<file path="config.mk">
export PLATFORM = sky130hd
export DESIGN_NAME = mem_stage_flat
export DESIGN_NICKNAME = d
export VERILOG_FILES = /design/src/rtl/mem_stage_pkg.sv /design/src/rtl/mem_stage_if.sv /design/src/rtl/mem_stage_data_mem_array.sv /design/src/rtl/mem_stage.sv /design/src/flat_wrapper.sv
export SDC_FILE = /design/constraint.sdc
export NUM_CORES = 1
export LEC_CHECK = 0
export BUFFER_PORTS_ARGS = -buffer_cell sky130_fd_sc_hd__buf_2
export CORE_MARGIN = 3
export CORE_UTILIZATION = 50
export DETAILED_ROUTE_END_ITERATION = 8
export PLACE_DENSITY = 0.66
export SYNTH_ARGS = -nofsm -noshare
export SYNTH_HDL_FRONTEND = slang
export SYNTH_SLANG_ARGS = --single-unit
</file>
<file path="constraint.sdc">
create_clock -name clk_i -period 3.3 [get_ports clk_i]
set_clock_uncertainty 0.1 [all_clocks]
set_input_delay 0.66 -clock clk_i [delete_from_list [all_inputs] [get_ports clk_i]]
set_output_delay 0.66 -clock clk_i [all_outputs]
set_load 0.01 [all_outputs]
</file>
<file path="src/rtl/mem_stage_pkg.sv">
// mem_stage_pkg: shared types and constants for the MEM pipeline stage.
// WB bit indices, FSM state enum, MEM/WB bundle struct and bubble value.
package mem_stage_pkg;

  localparam int WB_MEMTOREG = 0;
  localparam int WB_REGWRITE = 1;

  typedef enum logic {
    IDLE   = 1'b0,
    ACCESS = 1'b1
  } state_t;

  typedef struct packed {
    logic [1:0]  wb;
    logic [31:0] read_data;
    logic [31:0] alu_out;
    logic [4:0]  rd;
    logic        misalign;
  } mem_wb_t;

  localparam logic [1:0]  WB_BUBBLE   = 2'b00;
  localparam logic [31:0] WORD_ZERO   = 32'h0;
  localparam logic [4:0]  RD_ZERO     = 5'd0;
  localparam mem_wb_t     MEM_WB_BUBBLE = '{
    wb:        WB_BUBBLE,
    read_data: WORD_ZERO,
    alu_out:   WORD_ZERO,
    rd:        RD_ZERO,
    misalign:  1'b0
  };

endpackage

</file>
<file path="src/rtl/mem_stage_if.sv">
// mem_stage_if: EX/MEM inputs and MEM/WB outputs of the MEM stage.
// master = upstream/bench side, slave = mem_stage side.
interface mem_stage_if;

  logic [1:0]  WB_i;
  logic        MemRead_i;
  logic        MemWrite_i;
  logic [31:0] ALUOut_i;
  logic [31:0] WriteData_i;
  logic [4:0]  RegRD_i;
  logic        stall_o;
  logic [1:0]  WB_o;
  logic [31:0] ReadData_o;
  logic [31:0] ALUOut_o;
  logic [4:0]  RegRD_o;
  logic        misalign_o;

  modport master (
    output WB_i, MemRead_i, MemWrite_i,
    output ALUOut_i, WriteData_i, RegRD_i,
    input  stall_o, WB_o, ReadData_o,
    input  ALUOut_o, RegRD_o, misalign_o
  );

  modport slave (
    input  WB_i, MemRead_i, MemWrite_i,
    input  ALUOut_i, WriteData_i, RegRD_i,
    output stall_o, WB_o, ReadData_o,
    output ALUOut_o, RegRD_o, misalign_o
  );

endinterface

</file>
<file path="src/rtl/mem_stage_data_mem_array.sv">
// data_mem_array: DEPTH x 32-bit word store, sync write, sync clear.
// Ports: clk_i, rst_i, we_i, addr_i (word index), wdata_i, rdata_o (comb).
module data_mem_array #(
  parameter int DEPTH = 32,
  parameter int AW    = $clog2(DEPTH)
) (
  input  logic          clk_i,
  input  logic          rst_i,
  input  logic          we_i,
  input  logic [AW-1:0] addr_i,
  input  logic [31:0]   wdata_i,
  output logic [31:0]   rdata_o
);

  logic [31:0] mem [DEPTH];

  always_ff @(posedge clk_i) begin
    if (rst_i) begin
      for (int i = 0; i < DEPTH; i++) begin
        mem[i] <= 32'h0;
      end
    end else if (we_i) begin
      mem[addr_i] <= wdata_i;
    end
  end

  assign rdata_o = mem[addr_i];

endmodule

</file>
<file path="src/rtl/mem_stage.sv">
// mem_stage: MEM pipeline stage with multi-cycle data-memory access.
// Ports: clk_i, rst_i, bus (mem_stage_if.slave: EX/MEM in, MEM/WB out).
module mem_stage
  import mem_stage_pkg::*;
#(
  parameter int DEPTH   = 32,
  parameter int LATENCY = 2
) (
  input  logic        clk_i,
  input  logic        rst_i,
  mem_stage_if.slave  bus
);

  localparam int AW = $clog2(DEPTH);
  localparam int CW = (LATENCY > 1) ? $clog2(LATENCY) : 1;
  localparam logic [CW-1:0] CNT_LAST = CW'(LATENCY - 1);

  state_t        state;
  logic [CW-1:0] cnt;
  mem_wb_t       q;
  mem_wb_t       res;

  logic          mem_op;
  logic          misal;
  logic          start;
  logic          wait_acc;
  logic          we;
  logic [AW-1:0] idx;
  logic [31:0]   rdata;

  assign mem_op = bus.MemRead_i | bus.MemWrite_i;
  assign misal  = |bus.ALUOut_i[1:0];
  assign idx    = bus.ALUOut_i[AW+1:2];

  // Aligned op in IDLE opens a multi-cycle access; misaligned ops
  // and LATENCY==1 complete on the first edge.
  assign start    = (state == IDLE) & mem_op & ~misal
                    & (LATENCY > 1);
  assign wait_acc = (state == ACCESS) & (cnt != CNT_LAST);

  assign bus.stall_o = start | wait_acc;

  assign we = ~bus.stall_o & mem_op & bus.MemWrite_i & ~misal;

  data_mem_array #(
    .DEPTH (DEPTH)
  ) u_array (
    .clk_i   (clk_i),
    .rst_i   (rst_i),
    .we_i    (we),
    .addr_i  (idx),
    .wdata_i (bus.WriteData_i),
    .rdata_o (rdata)
  );

  // Value registered on a completing edge. Read+write together is a
  // store, so it returns no load data.
  always_comb begin
    res           = MEM_WB_BUBBLE;
    res.wb        = bus.WB_i;
    res.alu_out   = bus.ALUOut_i;
    res.rd        = bus.RegRD_i;
    res.misalign  = mem_op & misal;
    if (bus.MemRead_i & ~bus.MemWrite_i & ~misal) begin
      res.read_data = rdata;
    end
    if (mem_op & misal) begin
      res.wb[WB_REGWRITE] = 1'b0;
    end
  end

  always_ff @(posedge clk_i) begin
    if (rst_i) begin
      state <= IDLE;
      cnt   <= '0;
      q     <= MEM_WB_BUBBLE;
    end else if (bus.stall_o) begin
      state <= ACCESS;
      cnt   <= cnt + CW'(1);
      q     <= MEM_WB_BUBBLE;
    end else begin
      state <= IDLE;
      cnt   <= '0;
      q     <= res;
    end
  end

  assign bus.WB_o       = q.wb;
  assign bus.ReadData_o = q.read_data;
  assign bus.ALUOut_o   = q.alu_out;
  assign bus.RegRD_o    = q.rd;
  assign bus.misalign_o = q.misalign;

endmodule
</file>
<file path="src/flat_wrapper.sv">
// flat-port wrapper written by rule: the top's interface ports become plain ports
module mem_stage_flat import mem_stage_pkg::*;
#(
  parameter int DEPTH   = 32,
  parameter int LATENCY = 2
)
  (clk_i, rst_i, bus_WB_i, bus_MemRead_i, bus_MemWrite_i, bus_ALUOut_i, bus_WriteData_i, bus_RegRD_i, bus_stall_o, bus_WB_o, bus_ReadData_o, bus_ALUOut_o, bus_RegRD_o, bus_misalign_o);
  mem_stage_if bus_i ();
  input  logic clk_i;
  input  logic rst_i;
  input wire logic [$bits(bus_i.WB_i)-1:0] bus_WB_i;
  input wire logic [$bits(bus_i.MemRead_i)-1:0] bus_MemRead_i;
  input wire logic [$bits(bus_i.MemWrite_i)-1:0] bus_MemWrite_i;
  input wire logic [$bits(bus_i.ALUOut_i)-1:0] bus_ALUOut_i;
  input wire logic [$bits(bus_i.WriteData_i)-1:0] bus_WriteData_i;
  input wire logic [$bits(bus_i.RegRD_i)-1:0] bus_RegRD_i;
  output wire logic [$bits(bus_i.stall_o)-1:0] bus_stall_o;
  output wire logic [$bits(bus_i.WB_o)-1:0] bus_WB_o;
  output wire logic [$bits(bus_i.ReadData_o)-1:0] bus_ReadData_o;
  output wire logic [$bits(bus_i.ALUOut_o)-1:0] bus_ALUOut_o;
  output wire logic [$bits(bus_i.RegRD_o)-1:0] bus_RegRD_o;
  output wire logic [$bits(bus_i.misalign_o)-1:0] bus_misalign_o;
  assign bus_i.WB_i = bus_WB_i;
  assign bus_i.MemRead_i = bus_MemRead_i;
  assign bus_i.MemWrite_i = bus_MemWrite_i;
  assign bus_i.ALUOut_i = bus_ALUOut_i;
  assign bus_i.WriteData_i = bus_WriteData_i;
  assign bus_i.RegRD_i = bus_RegRD_i;
  assign bus_stall_o = bus_i.stall_o;
  assign bus_WB_o = bus_i.WB_o;
  assign bus_ReadData_o = bus_i.ReadData_o;
  assign bus_ALUOut_o = bus_i.ALUOut_o;
  assign bus_RegRD_o = bus_i.RegRD_o;
  assign bus_misalign_o = bus_i.misalign_o;
  mem_stage #(.DEPTH(DEPTH), .LATENCY(LATENCY)) u_core (.clk_i(clk_i), .rst_i(rst_i), .bus(bus_i));
endmodule
</file>
* Word-level counts from Yosys, hierarchy flattened
Memories as Yosys holds them, arrays and structs flattened. A register that Yosys moved wholly into a read port is not among the register bits.
Index checks and enable logic that the tools add are counted.
** Storage, ports and cells
- Flip-flop bits (word level) :: 42
- Memories :: 1
- Memory bits (writable) :: 1024
- Bits of input ports :: 75
** Cells by class
- Reductions and logical operators :: 6
- Add/sub/neg operators :: 1
- Bitwise operators :: 17
- Multiplexer cells :: 9
** Memories
- u_core.u_array.mem :: words 32, bits a word 32, read ports 1, clocked after memory_dff 1, wr ports 32, line mem_stage_data_mem_array.sv:15 : logic [31:0] mem [DEPTH];
** Operators by type and width (number)
- 32-bit 2-to-1 mux :: 1
- 32-bit OR reduction :: 1
- 1-bit AND :: 9
- 1-bit 2-to-1 mux :: 7
- 1-bit inverter :: 6
- 2-bit OR reduction :: 3
- 3-bit OR reduction :: 2
- 5-bit 2-to-1 mux :: 1
- 1-bit bitwise OR :: 2
- 1-bit adder, second input constant :: 1

* Depth between registers and ports, before layout
- Depth in word-level cells :: 13
- Gate-level depth with buffers :: 8
- Depth with buffers taken out :: 4

* By module
From an unflattened synthesis, not the netlist that was laid out.
** Unflattened totals
- Cells, all modules :: 3498
- Area, all modules :: 48699.2 µm²
** Modules (own cells, without submodules)
- data_mem_array :: area each 46563.4 µm², cells an instance 3327, seq. area each 30749.5 µm², times used 1
- mem_stage :: area each 2135.8 µm², cells an instance 171, seq. area each 1481.4 µm², times used 1

* Worst setup path after synthesis
Ideal clock, no wire load.
- Path type :: input port to flip-flop
- Start :: in bus_ALUOut_i[1]
- End :: mem u_core.u_array.mem[10][0], enable pin
- Data required time :: 2825 ps
- Slack :: 783 ps
- Cell stages on the path :: 4
- Library setup time :: 375 ps
- Arrival :: 2042 ps
- Cells stage by stage :: nor2_1 -> nand4b_2 -> nor2_1 -> or2_2
** RTL lines
- from (decl) :: line flat_wrapper.sv:14 : input wire logic [$bits(bus_i.ALUOut_i)-1:0] bus_ALUOut_i;
- to (decl) :: line mem_stage_data_mem_array.sv:15

==> reports/qor.yml <==
clocking:
  postCtsHoldBufs: 0
  cts_sinks: 1098
  cts.reportedPaths.clkPinSlew_ns: 0.06
  cts_resized: 0
  cts_buf_count: 114
  post_cts.repair.setup_buffers: 0
  clock_tree_from_tritoncts: "built"
  root_buffer: "sky130_fd_sc_hd__clkbuf_16"
  clock_insertion_delay_worst_skew_ns: 0.69
  cts-htree-levels: 3
  clk_path_buf_depth: 3
drt:
  drc_violations_left: 0
  drt_pass1_iterations: 5
  via_count: 29050
  vias_per_cell: 5.922
  ant_nets: 0
  totalWireLength_microns: 132700
  detail_route.wl_per_cell_microns: 27.06
  drt_first_iter_violations: 3003
grt:
  first_pass_grt_wire_length_microns: 195300
  grt_util_all_layers: 0.2650
  grt_pass1_vias: 28800
  globalRouteOverflowTotal: 0
  antenna_violations_before_repair: 4
  grt_start_max_net_pins: 68
timing:
  setup_viol: 0
  finalWorstSetupSlack_ns: 0.4457
  hold-worst-slack_ns: 0.07182
  hold_viol: 0
  report.final.slew_viol_count: 0
  unrepaired_setup_endpoints_after_global_routing: "no"
  worst_pin_slew_ns: 1.175
  max_freq_mhz: 350.3
  max-slew-margin-rel: 0.2093
  layout_worst_path_cycle_share: 0.8649
  final_period_minus_worst_setup_slack_ns: 2.854
  total_negative_slack_for_setup_checks_ns: 0
pwr:
  comb_power_share: 0.059
  leakage_nw: 21.32
  share_seq_of_total_power: 0.524
  internal_pwr_total_w: 0.02343
  vdd_drop_max_mv: 0.4063
  switching_power_w: 0.006666
  switching_share: 0.2215
  p_per_area_nw_per_um2: 551.3
  clock_power_share: 0.417
flow_run:
  timing.max_cap.violations: 0
synthesis:
  ys_warn_count: 0
  yosysUniqueCellTypes: 34
  synth_seq_cells: 1098
  synth_fp_nets: 3533
  synth_area_sq_um: 48290
  avgSynthCellArea_sq_um: 13.96
  seq_area_frac_synth: 0.6675
  postSynthCellCount: 3458
floorplan:
  core_area_sq_um: 95440
  chipHeight_microns: 316.8
  num_rows: 113
  dieWidth_microns: 316.8
  design.die.area_sq_um: 100300
  pin_count: 148
  initial_utilization: 0.5059
critical_path:
  cp_data_required_time_ns: 3.67
  timing.critical_path.fanout_max: 22
  startpoint_type: "input pin"
  timing.reg2reg.worst_path_depth: 6
  criticalPathCategory: "in -> reg"
  arrival_time_at_the_worst_endpoint_ns: 3.22
  critical_path.endpoint_type: "flip-flop"
placement:
  globalplace.congestion: 0.8492
  io_buffer_count: 147
  numPlacedInstances: 4690
  place_ws_ns: 0.003830
  hpwl_microns: 81710
cells_and_area:
  nets: 3616
  drive_gt1_frac: 0.1451
  final_cell_count_no_fill: 4905
  leading_cell_types_in_the_layout_fill_and_taps_excluded: "1062 x sky130_fd_sc_hd__and2_1, 1024 x sky130_fd_sc_hd__edfxtp_1, 512 x sky130_fd_sc_hd__mux2i_1"
  mostFrequentLayoutCell: "sky130_fd_sc_hd__and2_1"
  area_growth_pct: 13.05
hold_path:
  worstHoldPathCells: 2
  hold_path_class: "in -> reg"
run_status:
  status: "completed"
## final timing paths
check	from	endpoint	slack, ns
max reg2reg	u_core.cnt$_SDFF_PP0_	u_core.u_array.mem[10][8]$_SDFFCE_PN0P_	0.66
max	bus_ALUOut_i[4]	u_core.bus.ReadData_o[15]$_SDFF_PP0_	0.45
min reg2reg	u_core.cnt$_SDFF_PP0_	u_core.cnt$_SDFF_PP0_	0.47
min	bus_ALUOut_i[13]	u_core.bus.ALUOut_o[13]$_SDFF_PP0_	0.07
## layer usage
layer | vias up | GRT usage | wire (microns) | share of wire
li1 | 12670 | - | - | -
met1 | 14860 | 0.3904 | 56750 | 0.43
met2 | 1319 | 0.4093 | 60700 | 0.46
met3 | 201 | 0.04646 | 12120 | 0.091
met4 | 0 | 0.07026 | 3142 | 0.024
met5 | - | 0 | 0 | 0
## through the flow
stage                     area, sq um  power (W)  utilization
final                           54590    0.03009       0.5720
after global routing            54580    0.03094       0.5719
after CTS                       54580    0.03021       0.5719
after detailed placement        50960    0.01782       0.5340
after global placement          50960    0.01777       0.5340
after floorplan                 48290    0.01699            -
## Yosys cell counts
master / number / area, sq um
sky130_fd_sc_hd__nor3_1: 1 / 5.000
sky130_fd_sc_hd__a21oi_1: 32 / 160.2
sky130_fd_sc_hd__or2_2: 33 / 206.5
sky130_fd_sc_hd__edfxtp_1: 1024 / 30750
sky130_fd_sc_hd__nand4_2: 1 / 12.51
sky130_fd_sc_hd__nand4b_1: 5 / 43.79
sky130_fd_sc_hd__nor2b_1: 3 / 18.77
sky130_fd_sc_hd__mux2i_1: 512 / 5125
sky130_fd_sc_hd__nor4_1: 64 / 400.4
sky130_fd_sc_hd__or4_1: 1 / 7.510
sky130_fd_sc_hd__or3b_1: 2 / 17.52
sky130_fd_sc_hd__and4b_1: 1 / 10.01
sky130_fd_sc_hd__dfxtp_1: 74 / 1481
sky130_fd_sc_hd__and2_1: 1062 / 6644
sky130_fd_sc_hd__nand4_1: 1 / 6.260
sky130_fd_sc_hd__a311oi_1: 1 / 8.760
sky130_fd_sc_hd__buf_2: 78 / 390.4
sky130_fd_sc_hd__nand4b_2: 2 / 30.03
sky130_fd_sc_hd__or4b_1: 4 / 40.04
sky130_fd_sc_hd__nor3_2: 4 / 40.04
sky130_fd_sc_hd__nand3_1: 1 / 5.000
sky130_fd_sc_hd__a31o_2: 1 / 8.760
sky130_fd_sc_hd__clkbuf_1: 221 / 829.6
sky130_fd_sc_hd__o21ai_0: 1 / 5.000
sky130_fd_sc_hd__o22ai_1: 256 / 1602
sky130_fd_sc_hd__nor2_1: 30 / 112.6
sky130_fd_sc_hd__buf_6: 10 / 112.6
sky130_fd_sc_hd__nand3b_1: 2 / 15.01
sky130_fd_sc_hd__inv_1: 1 / 3.750
sky130_fd_sc_hd__nand4bb_1: 7 / 78.83
sky130_fd_sc_hd__and3_1: 1 / 6.260
sky130_fd_sc_hd__clkbuf_2: 19 / 95.09
sky130_fd_sc_hd__nand2_1: 2 / 7.510
sky130_fd_sc_hd__or3_1: 1 / 6.260
## area by class of cell
type	count	area, sq um
fill	7481	40850
sequential	1098	32230
multi-input combinational	2031	14760
clock buffer	145	3105
timing repair buffer	295	2382
tap	1265	1583
clock inverter	68	516.7
antenna	2	5.005
inverter	1	3.754
## worst max-delay path, stage by stage
cell                        delay, ns
sky130_fd_sc_hd__buf_2           0.34
sky130_fd_sc_hd__buf_4           0.30
sky130_fd_sc_hd__nand4bb_2       0.21
sky130_fd_sc_hd__buf_12          0.20
sky130_fd_sc_hd__o22ai_1         0.15
sky130_fd_sc_hd__nor4_1          1.01
sky130_fd_sc_hd__a21oi_1         0.33
## cell families (layout without fill, tap and decap cells)
family	count (synthesis)	after routing	share of synthesized area
AND/OR/NAND/NOR	1228	1228	0.1598
flip-flops	1098	1098	0.6675
multiplexers	512	512	0.1061
buffers and inverters	329	509	0.02964
AO/OA/AOI/OAI	291	291	0.03695
other	0	2	0
## state kept, by name, summed over array words and instances, names as in the netlist
signal and count:
u_core.bus.misalign_o 1, u_core.bus.ReadData_o 32, u_core.bus.RegRD_o 5, u_core.cnt 1, u_core.state 1, u_core.u_array.mem 1024, u_core.bus.WB_o 2, u_core.bus.ALUOut_o 32
## power by group through the flow
stage	clock network, W	registers, W	logic (W)
finish	0.0125	0.0158	0.00179
floorplan	0	0.0160	0.000965
global placement	0	0.0160	0.00174
detailed placement	0	0.0161	0.00177
CTS	0.0127	0.0158	0.00178
global route	0.0133	0.0158	0.00188
No activity file was read; power rests on OpenSTA's default activity.
